===== config.mk =====
export PLATFORM = sky130hd
export DESIGN_NAME = change_seq_flat
export DESIGN_NICKNAME = d
export VERILOG_FILES = /design/src/rtl/change_pkg.sv /design/src/rtl/change_seq_if.sv /design/src/rtl/change_serial_cell.sv /design/src/rtl/change_seq.sv /design/src/flat_wrapper.sv
export SDC_FILE = /design/constraint.sdc
export NUM_CORES = 1
export LEC_CHECK = 0
export CAP_MARGIN = 20
export CORE_ASPECT_RATIO = 0.6
export CORE_MARGIN = 5
export CORE_UTILIZATION = 49
export CTS_BUF_LIST = sky130_fd_sc_hd__clkbuf_16
export CTS_CLUSTER_SIZE = 14
export DETAILED_ROUTE_END_ITERATION = 8
export GPL_TIMING_DRIVEN = 1
export MAX_ROUTING_LAYER = met4
export PLACE_DENSITY = 0.76
export SETUP_SLACK_MARGIN = 0.3
export SYNTH_ARGS = -nofsm -noshare
export SYNTH_HDL_FRONTEND = slang
export SYNTH_SLANG_ARGS = --single-unit

===== constraint.sdc =====
create_clock -name i_clk -period 1.8 [get_ports i_clk]
set_input_delay 0.36 -clock i_clk [delete_from_list [all_inputs] [get_ports i_clk]]
set_output_delay 0.36 -clock i_clk [all_outputs]
set_load 0.05 [all_outputs]

===== src/rtl/change_pkg.sv =====
// Shared types for the bit-serial sign-change unit: operation modes,
// controller states and the mode field width.
package change_pkg;

    localparam int CHANGE_MODE_W = 2;

    typedef enum logic [CHANGE_MODE_W-1:0] {
        MODE_PASS  = 2'b00,
        MODE_NEG   = 2'b01,
        MODE_ABS   = 2'b10,
        MODE_SM2TC = 2'b11
    } change_mode_e;

    typedef enum logic [1:0] {
        ST_IDLE = 2'b00,
        ST_RUN  = 2'b01,
        ST_DONE = 2'b10
    } change_state_e;

endpackage


===== src/rtl/change_seq_if.sv =====
// Operand/result handshake bundle for change_seq; the unit itself uses the
// slave modport, the producer/consumer side uses master.
interface change_seq_if #(
    parameter int NUM = 8
);
    import change_pkg::*;

    logic                     i_valid;
    logic                     o_ready;
    logic [NUM-1:0]           i_argA;
    logic [CHANGE_MODE_W-1:0] i_mode;
    logic                     o_valid;
    logic                     i_ready;
    logic [NUM-1:0]           o_result;
    logic                     o_ovf;

    modport slave (
        input  i_valid, i_argA, i_mode, i_ready,
        output o_ready, o_valid, o_result, o_ovf
    );

    modport master (
        output i_valid, i_argA, i_mode, i_ready,
        input  o_ready, o_valid, o_result, o_ovf
    );

endinterface


===== src/rtl/change_serial_cell.sv =====
// One-bit serial two's complement negator: passes bits through up to and
// including the first 1, then inverts the rest while negation is enabled.
module change_serial_cell (
    input  logic i_clk,
    input  logic i_rst_n,
    input  logic clr_i,
    input  logic step_i,
    input  logic bit_i,
    input  logic neg_en_i,
    output logic bit_o
);

    logic seen_one_q;
    logic seen_one_d;

    always_comb begin
        seen_one_d = seen_one_q;
        if (clr_i) begin
            seen_one_d = 1'b0;
        end else if (step_i) begin
            seen_one_d = seen_one_q | bit_i;
        end
    end

    always_ff @(posedge i_clk or negedge i_rst_n) begin
        if (!i_rst_n) begin
            seen_one_q <= 1'b0;
        end else begin
            seen_one_q <= seen_one_d;
        end
    end

    assign bit_o = bit_i ^ (neg_en_i & seen_one_q);

endmodule


===== src/rtl/change_seq.sv =====
// Bit-serial PASS/NEG/ABS/SM2TC unit, one bit per clock, LSB first.
// Define CHANGE_SEQ_SAT_EN to saturate the overflow result to the most positive value.
module change_seq
    import change_pkg::*;
#(
    parameter int NUM = 8
) (
    input  logic        i_clk,
    input  logic        i_rst_n,
    change_seq_if.slave bus
);

    localparam int             CNT_W    = (NUM > 1) ? $clog2(NUM) : 1;
    localparam logic [CNT_W-1:0] CNT_LAST = CNT_W'(NUM - 1);
    localparam logic [NUM-1:0] MIN_NEG  = {1'b1, {(NUM-1){1'b0}}};

    localparam logic [1:0] S_IDLE = ST_IDLE;
    localparam logic [1:0] S_RUN  = ST_RUN;
    localparam logic [1:0] S_DONE = ST_DONE;

`ifdef CHANGE_SEQ_SAT_EN
    function automatic logic [NUM-1:0] sat_result(input logic [NUM-1:0] raw,
                                                  input logic           ovf);
        sat_result = ovf ? {1'b0, {(NUM-1){1'b1}}} : raw;
    endfunction
`endif

    logic [1:0]       state_q,    state_d;
    logic [CNT_W-1:0] cnt_q,      cnt_d;
    logic [NUM-1:0]   op_q,       op_d;
    logic [NUM-1:0]   sr_q,       sr_d;
    logic             neg_q,      neg_d;
    logic             ovf_pend_q, ovf_pend_d;
    logic             ready_q,    ready_d;
    logic             valid_q,    valid_d;
    logic [NUM-1:0]   res_q,      res_d;
    logic             ovf_q,      ovf_d;

    logic             accept;
    logic             step;
    logic             cell_bit;
    logic             arg_msb;
    logic             dec_neg;
    logic             dec_ovf;
    logic [NUM-1:0]   dec_op;
    logic [NUM-1:0]   full_res;

    assign accept = (state_q == S_IDLE) && ready_q && bus.i_valid;
    assign step   = (state_q == S_RUN);

    change_serial_cell u_cell (
        .i_clk    (i_clk),
        .i_rst_n  (i_rst_n),
        .clr_i    (accept),
        .step_i   (step),
        .bit_i    (op_q[0]),
        .neg_en_i (neg_q),
        .bit_o    (cell_bit)
    );

    // The whole operation collapses to copy-or-negate at accept time; SM2TC
    // strips the sign so only the magnitude is negated.
    always_comb begin
        arg_msb = bus.i_argA[NUM-1];
        dec_op  = bus.i_argA;
        dec_neg = 1'b0;
        dec_ovf = 1'b0;
        case (change_mode_e'(bus.i_mode))
            MODE_NEG: begin
                dec_neg = 1'b1;
                dec_ovf = (bus.i_argA == MIN_NEG);
            end
            MODE_ABS: begin
                dec_neg = arg_msb;
                dec_ovf = (bus.i_argA == MIN_NEG);
            end
            MODE_SM2TC: begin
                dec_neg        = arg_msb;
                dec_op[NUM-1]  = 1'b0;
            end
            default: begin
                dec_neg = 1'b0;
            end
        endcase
    end

    always_comb begin
        state_d    = state_q;
        cnt_d      = cnt_q;
        op_d       = op_q;
        sr_d       = sr_q;
        neg_d      = neg_q;
        ovf_pend_d = ovf_pend_q;
        res_d      = res_q;
        ovf_d      = ovf_q;
        full_res   = {cell_bit, sr_q[NUM-1:1]};

        case (state_q)
            S_IDLE: begin
                if (accept) begin
                    op_d       = dec_op;
                    neg_d      = dec_neg;
                    ovf_pend_d = dec_ovf;
                    cnt_d      = '0;
                    sr_d       = '0;
                    ovf_d      = 1'b0;
                    state_d    = S_RUN;
                end
            end
            S_RUN: begin
                op_d  = {1'b0, op_q[NUM-1:1]};
                sr_d  = full_res;
                cnt_d = cnt_q + CNT_W'(1);
                if (cnt_q == CNT_LAST) begin
`ifdef CHANGE_SEQ_SAT_EN
                    res_d = sat_result(full_res, ovf_pend_q);
`else
                    res_d = full_res;
`endif
                    ovf_d   = ovf_pend_q;
                    state_d = S_DONE;
                end
            end
            S_DONE: begin
                if (bus.i_ready) begin
                    state_d = S_IDLE;
                end
            end
            default: begin
                state_d = S_IDLE;
            end
        endcase

        ready_d = (state_d == S_IDLE);
        valid_d = (state_d == S_DONE);
    end

    always_ff @(posedge i_clk or negedge i_rst_n) begin
        if (!i_rst_n) begin
            state_q    <= S_IDLE;
            cnt_q      <= '0;
            op_q       <= '0;
            sr_q       <= '0;
            neg_q      <= 1'b0;
            ovf_pend_q <= 1'b0;
            ready_q    <= 1'b0;
            valid_q    <= 1'b0;
            res_q      <= '0;
            ovf_q      <= 1'b0;
        end else begin
            state_q    <= state_d;
            cnt_q      <= cnt_d;
            op_q       <= op_d;
            sr_q       <= sr_d;
            neg_q      <= neg_d;
            ovf_pend_q <= ovf_pend_d;
            ready_q    <= ready_d;
            valid_q    <= valid_d;
            res_q      <= res_d;
            ovf_q      <= ovf_d;
        end
    end

    assign bus.o_ready  = ready_q;
    assign bus.o_valid  = valid_q;
    assign bus.o_result = res_q;
    assign bus.o_ovf    = ovf_q;

endmodule


===== src/flat_wrapper.sv =====
// flat-port wrapper written by rule: the top's interface ports become plain ports
module change_seq_flat import change_pkg::*;
#(
    parameter int NUM = 8
)
  (i_clk, i_rst_n, bus_i_valid, bus_i_argA, bus_i_mode, bus_i_ready, bus_o_ready, bus_o_valid, bus_o_result, bus_o_ovf);
  change_seq_if #(.NUM(NUM)) bus_i ();
  input  logic i_clk;
  input  logic i_rst_n;
  input wire logic [$bits(bus_i.i_valid)-1:0] bus_i_valid;
  input wire logic [$bits(bus_i.i_argA)-1:0] bus_i_argA;
  input wire logic [$bits(bus_i.i_mode)-1:0] bus_i_mode;
  input wire logic [$bits(bus_i.i_ready)-1:0] bus_i_ready;
  output wire logic [$bits(bus_i.o_ready)-1:0] bus_o_ready;
  output wire logic [$bits(bus_i.o_valid)-1:0] bus_o_valid;
  output wire logic [$bits(bus_i.o_result)-1:0] bus_o_result;
  output wire logic [$bits(bus_i.o_ovf)-1:0] bus_o_ovf;
  assign bus_i.i_valid = bus_i_valid;
  assign bus_i.i_argA = bus_i_argA;
  assign bus_i.i_mode = bus_i_mode;
  assign bus_i.i_ready = bus_i_ready;
  assign bus_o_ready = bus_i.o_ready;
  assign bus_o_valid = bus_i.o_valid;
  assign bus_o_result = bus_i.o_result;
  assign bus_o_ovf = bus_i.o_ovf;
  change_seq #(.NUM(NUM)) u_core (.i_clk(i_clk), .i_rst_n(i_rst_n), .bus(bus_i));
endmodule

==> results.md <==
* Worst hold stages at 2
* Hold EP: u_core.bus.o_result[7]$_DFFE_PN0P_
* # rows at 15
* R2R Path Start: u_core.cnt_q[0]$_DFFE_PN0P_
* Initial antenna violation count at 0
* Port Buf Inserts at 24
* Post-Syn Area per Cell at 11.5 sq um
* Worst-skew pair later-pin latency at 280 ps
* Final Wtd Congestion at between 0.8 and 0.9
* Post-Synth XOR/XNOR Area at less than 1%
* Wire per inst at between 15 and 20 um
* Clock-pin slew on the worst setup and hold paths at roughly 50 ps
* Worst hold start: u_core.bus.o_result[7]$_DFFE_PN0P_
* Ant diodes at 0
* CP endpoint kind: flop
* Synthesized Nets at ~150
* First-pass DRT Iterations at 4
* CP required at 1960 ps
* Min-Delay Path Class: flop to flop
* Worst-path maximum fanout at 8
* # clock sinks at 34
* Unrepaired setup endpoints after global routing: no
* Worst setup margin at roughly 380 ps
* Drt via density at 5.59
* Register-to-Register Path Depth at 4
* Register area share after synthesis at 55.2%
* Clock root cell: clkbuf_16
* Share of the synthesized area in the top cell type at between 50% and 60%
* GRT Overall Usage at 18.0%
* FMAX at slightly above 0.7 GHz
* Final WL at ~3.3 mm
* FF-to-FF End: u_core.bus.o_result[5]$_DFFE_PN0P_
* Share of cells above drive strength 1 at between 20% and 30%
* First-pass GRT wire length at 5.42 mm
* Final setup TNS at 0 ps
* Final HPWL DP at between 2 and 2.5 mm
* Yosys top cell by area: dfrtp_1
* Relative slew slack at 71.9%
* Place WS at 175 ps
* Synth Area in Simple Gates at 16.5%
* Clock buffer depth at 2
* Mux cell area share after synthesis at 7.22%
* Number of synthesized register bits at 34
* Full die area at around 4400 sq um
* PD cells at 1900 nW/um^2
* Tcrit/Tclk final at approximately 79%
* Outcome: completed
* Gr ovfl total at 0
* Adder-cell share of the synthesized area at between 2 and 2.5%
* Hold WS at 483 ps
* Peak supply drop at approximately 0.8 mV
* Die width at 82.4 um
* Chip height at 53.4 um
* Yosys cell types at 33
* Largest family of logic cells by synthesized area: simple AND/OR/NAND/NOR gates
* Max_cap viols at 0
* Mapped Cells at between 100 and 150
* Slew of the pin with the lowest slew margin at 422 ps
* Clk_skew at 4.47 ps
* Largest cells by area after synthesis: dfrtp_1 (55%), mux2_4 (5.8%), o22ai_1 (5.7%)
* Setup CP Type: flop to flop
* Total CTS buffers at 5
* Setup slack, reg-to-reg at approximately 380 ps
* Hold_buf cts at 0
* H-tree lvl count at 2
* Core area at roughly 3000 sq um
* Max Slew Vio Count at 0
* Vias in the first global route at ~1100
* Mapped Area at roughly 1500 sq um
* TritonCTS clock tree: built
* Worst EP arrival at between 1500 and 2000 ps
* Area growth syn-to-layout at 27.4%
* Leak pwr at 0.927 nW
* Synth Area in Compound Gates at a little over an eighth
* Endpoints failing hold at 0
* # setup viols final at 0
* Initial Util at 52.3%
* Ys Warns at 0
* Initial DRC Count at between 100 and 150
* DR vias at about 1200
* Nets@finish at 180
* IO Count at 25
* DRC Markers at 0
* Final ANT Viol Nets at 0
* Largest net degree at the start of global routing at 35
* Minimum clock period at between 1000 and 1500 ps
* Worst setup SP type: flop
## critical path: stages, from the launching register on
cell and delay [ps]:
dfrtp_1 380, ha_1 230, ha_4 190, nand3b_4 150, mux2_2 350
## final cells by class
cell class | instances | area [sq um]
repair buffers | 29 | 250
clock inverters | 3 | 37.5
fillers | 217 | 983
multi-input cells | 91 | 639
flip-flops and latches | 34 | 851
clock buffers | 5 | 125
well taps | 42 | 52.6
inverters | 2 | 7.51
## worst max-delay path by stage
stage	startpoint	end	slack, ps	cells past startpoint
2_1_floorplan	u_core.cnt_q[0]$_DFFE_PN0P_	u_core.bus.o_result[0]$_DFFE_PN0P_	370	5
3_3_place_gp	bus_i_valid	u_core.op_q[2]$_DFFE_PN0P_	210	5
3_5_place_dp	bus_i_valid	u_core.bus.o_ovf$_DFFE_PN0P_	180	4
4_1_cts	u_core.cnt_q[0]$_DFFE_PN0P_	u_core.bus.o_ovf$_DFFE_PN0P_	340	5
5_1_grt	bus_i_argA[3]	u_core.ovf_pend_q$_DFFE_PN0P_	320	4
6_report	u_core.cnt_q[0]$_DFFE_PN0P_	u_core.bus.o_result[5]$_DFFE_PN0P_	380	4
## what timing repair did
action,in CTS,in global routing
endpoints found under the setup margin,11,4
resized for setup,3,1
cloned,0,0
buffers inserted,1,1
## state kept, by name (all words and copies together) (netlist names)
| name | count |
|---|---|
| u_core.cnt_q | 3 |
| u_core.sr_q | 7 |
| u_core.bus.o_result | 8 |
| u_core.bus.o_ready | 1 |
| u_core.ovf_pend_q | 1 |
| u_core.u_cell.seen_one_q | 1 |
| u_core.bus.o_valid | 1 |
| u_core.op_q | 8 |
| u_core.neg_q | 1 |
| u_core.state_q | 2 |
| u_core.bus.o_ovf | 1 |
## synthesized netlist by cell type
cell type	count
a21oi_1	9
a22o_1	1
a31o_2	1
and2_1	1
and2b_2	1
and4bb_2	1
buf_2	1
buf_4	3
buf_6	3
dfrtp_1	34
ha_1	3
inv_1	1
inv_2	1
mux2_2	1
mux2_4	6
mux2i_1	1
nand2_1	21
nand2b_1	2
nand3_1	9
nand3b_1	2
nand3b_4	1
nand4_1	1
nand4bb_4	1
nor2_1	1
nor2b_1	1
nor3_1	1
nor4_1	1
o21a_1	1
o21ai_0	7
o21ai_2	1
o22ai_1	14
o2bb2ai_1	1
xor2_1	1
## report_power, final
| group | internal [mW] | total, mW | switching, mW |
|---|---|---|---|
| Sequential | 1.07 | 1.35 | 0.275 |
| Clock | 0.642 | 0.934 | 0.292 |
| Combinational | 0.586 | 1.46 | 0.869 |
## through the flow
step           std cells  util [%]  cell area, sq um  power (mW)
3_5_place_dp         196      60.0              1770        2.75
4_1_cts              205      66.3              1950        3.73
5_1_grt              206      66.6              1960        3.97
6_report             206      66.6              1960        3.74
2_1_floorplan        134         -              1540        2.40
3_3_place_gp         196      60.0              1770        2.69
## metal layers
metal  track usage, %  part of all wire [%]
met1             23.4                    47
met2             24.2                    44
met3             8.50                   7.3
met4             6.35                   1.1
met5                -                     0
## kinds of logic after synthesis
| logic type | Yosys count |
|---|---|
| and+or+nand+nor | 44 |
| AOI/OAI and AO/OA | 35 |
| DFF | 34 |
| buffers and inverters | 9 |
| muxes | 8 |
| adders and majority gates | 3 |
| xor gates and xnor gates | 1 |
## cells in the final DEF, fill, tap and decap left out, types with 2 or more instances in the layout
cell type,n
dfrtp_1,34
nand2_1,21
buf_4,16
o22ai_1,14
clkdlybuf4s50_1,13
a21oi_1,9
nand3_1,9
o21ai_0,7
mux2_4,6
clkbuf_16,5
inv_1,3
nand3b_1,2
ha_1,2
No activity file was read; power rests on OpenSTA's default activity.
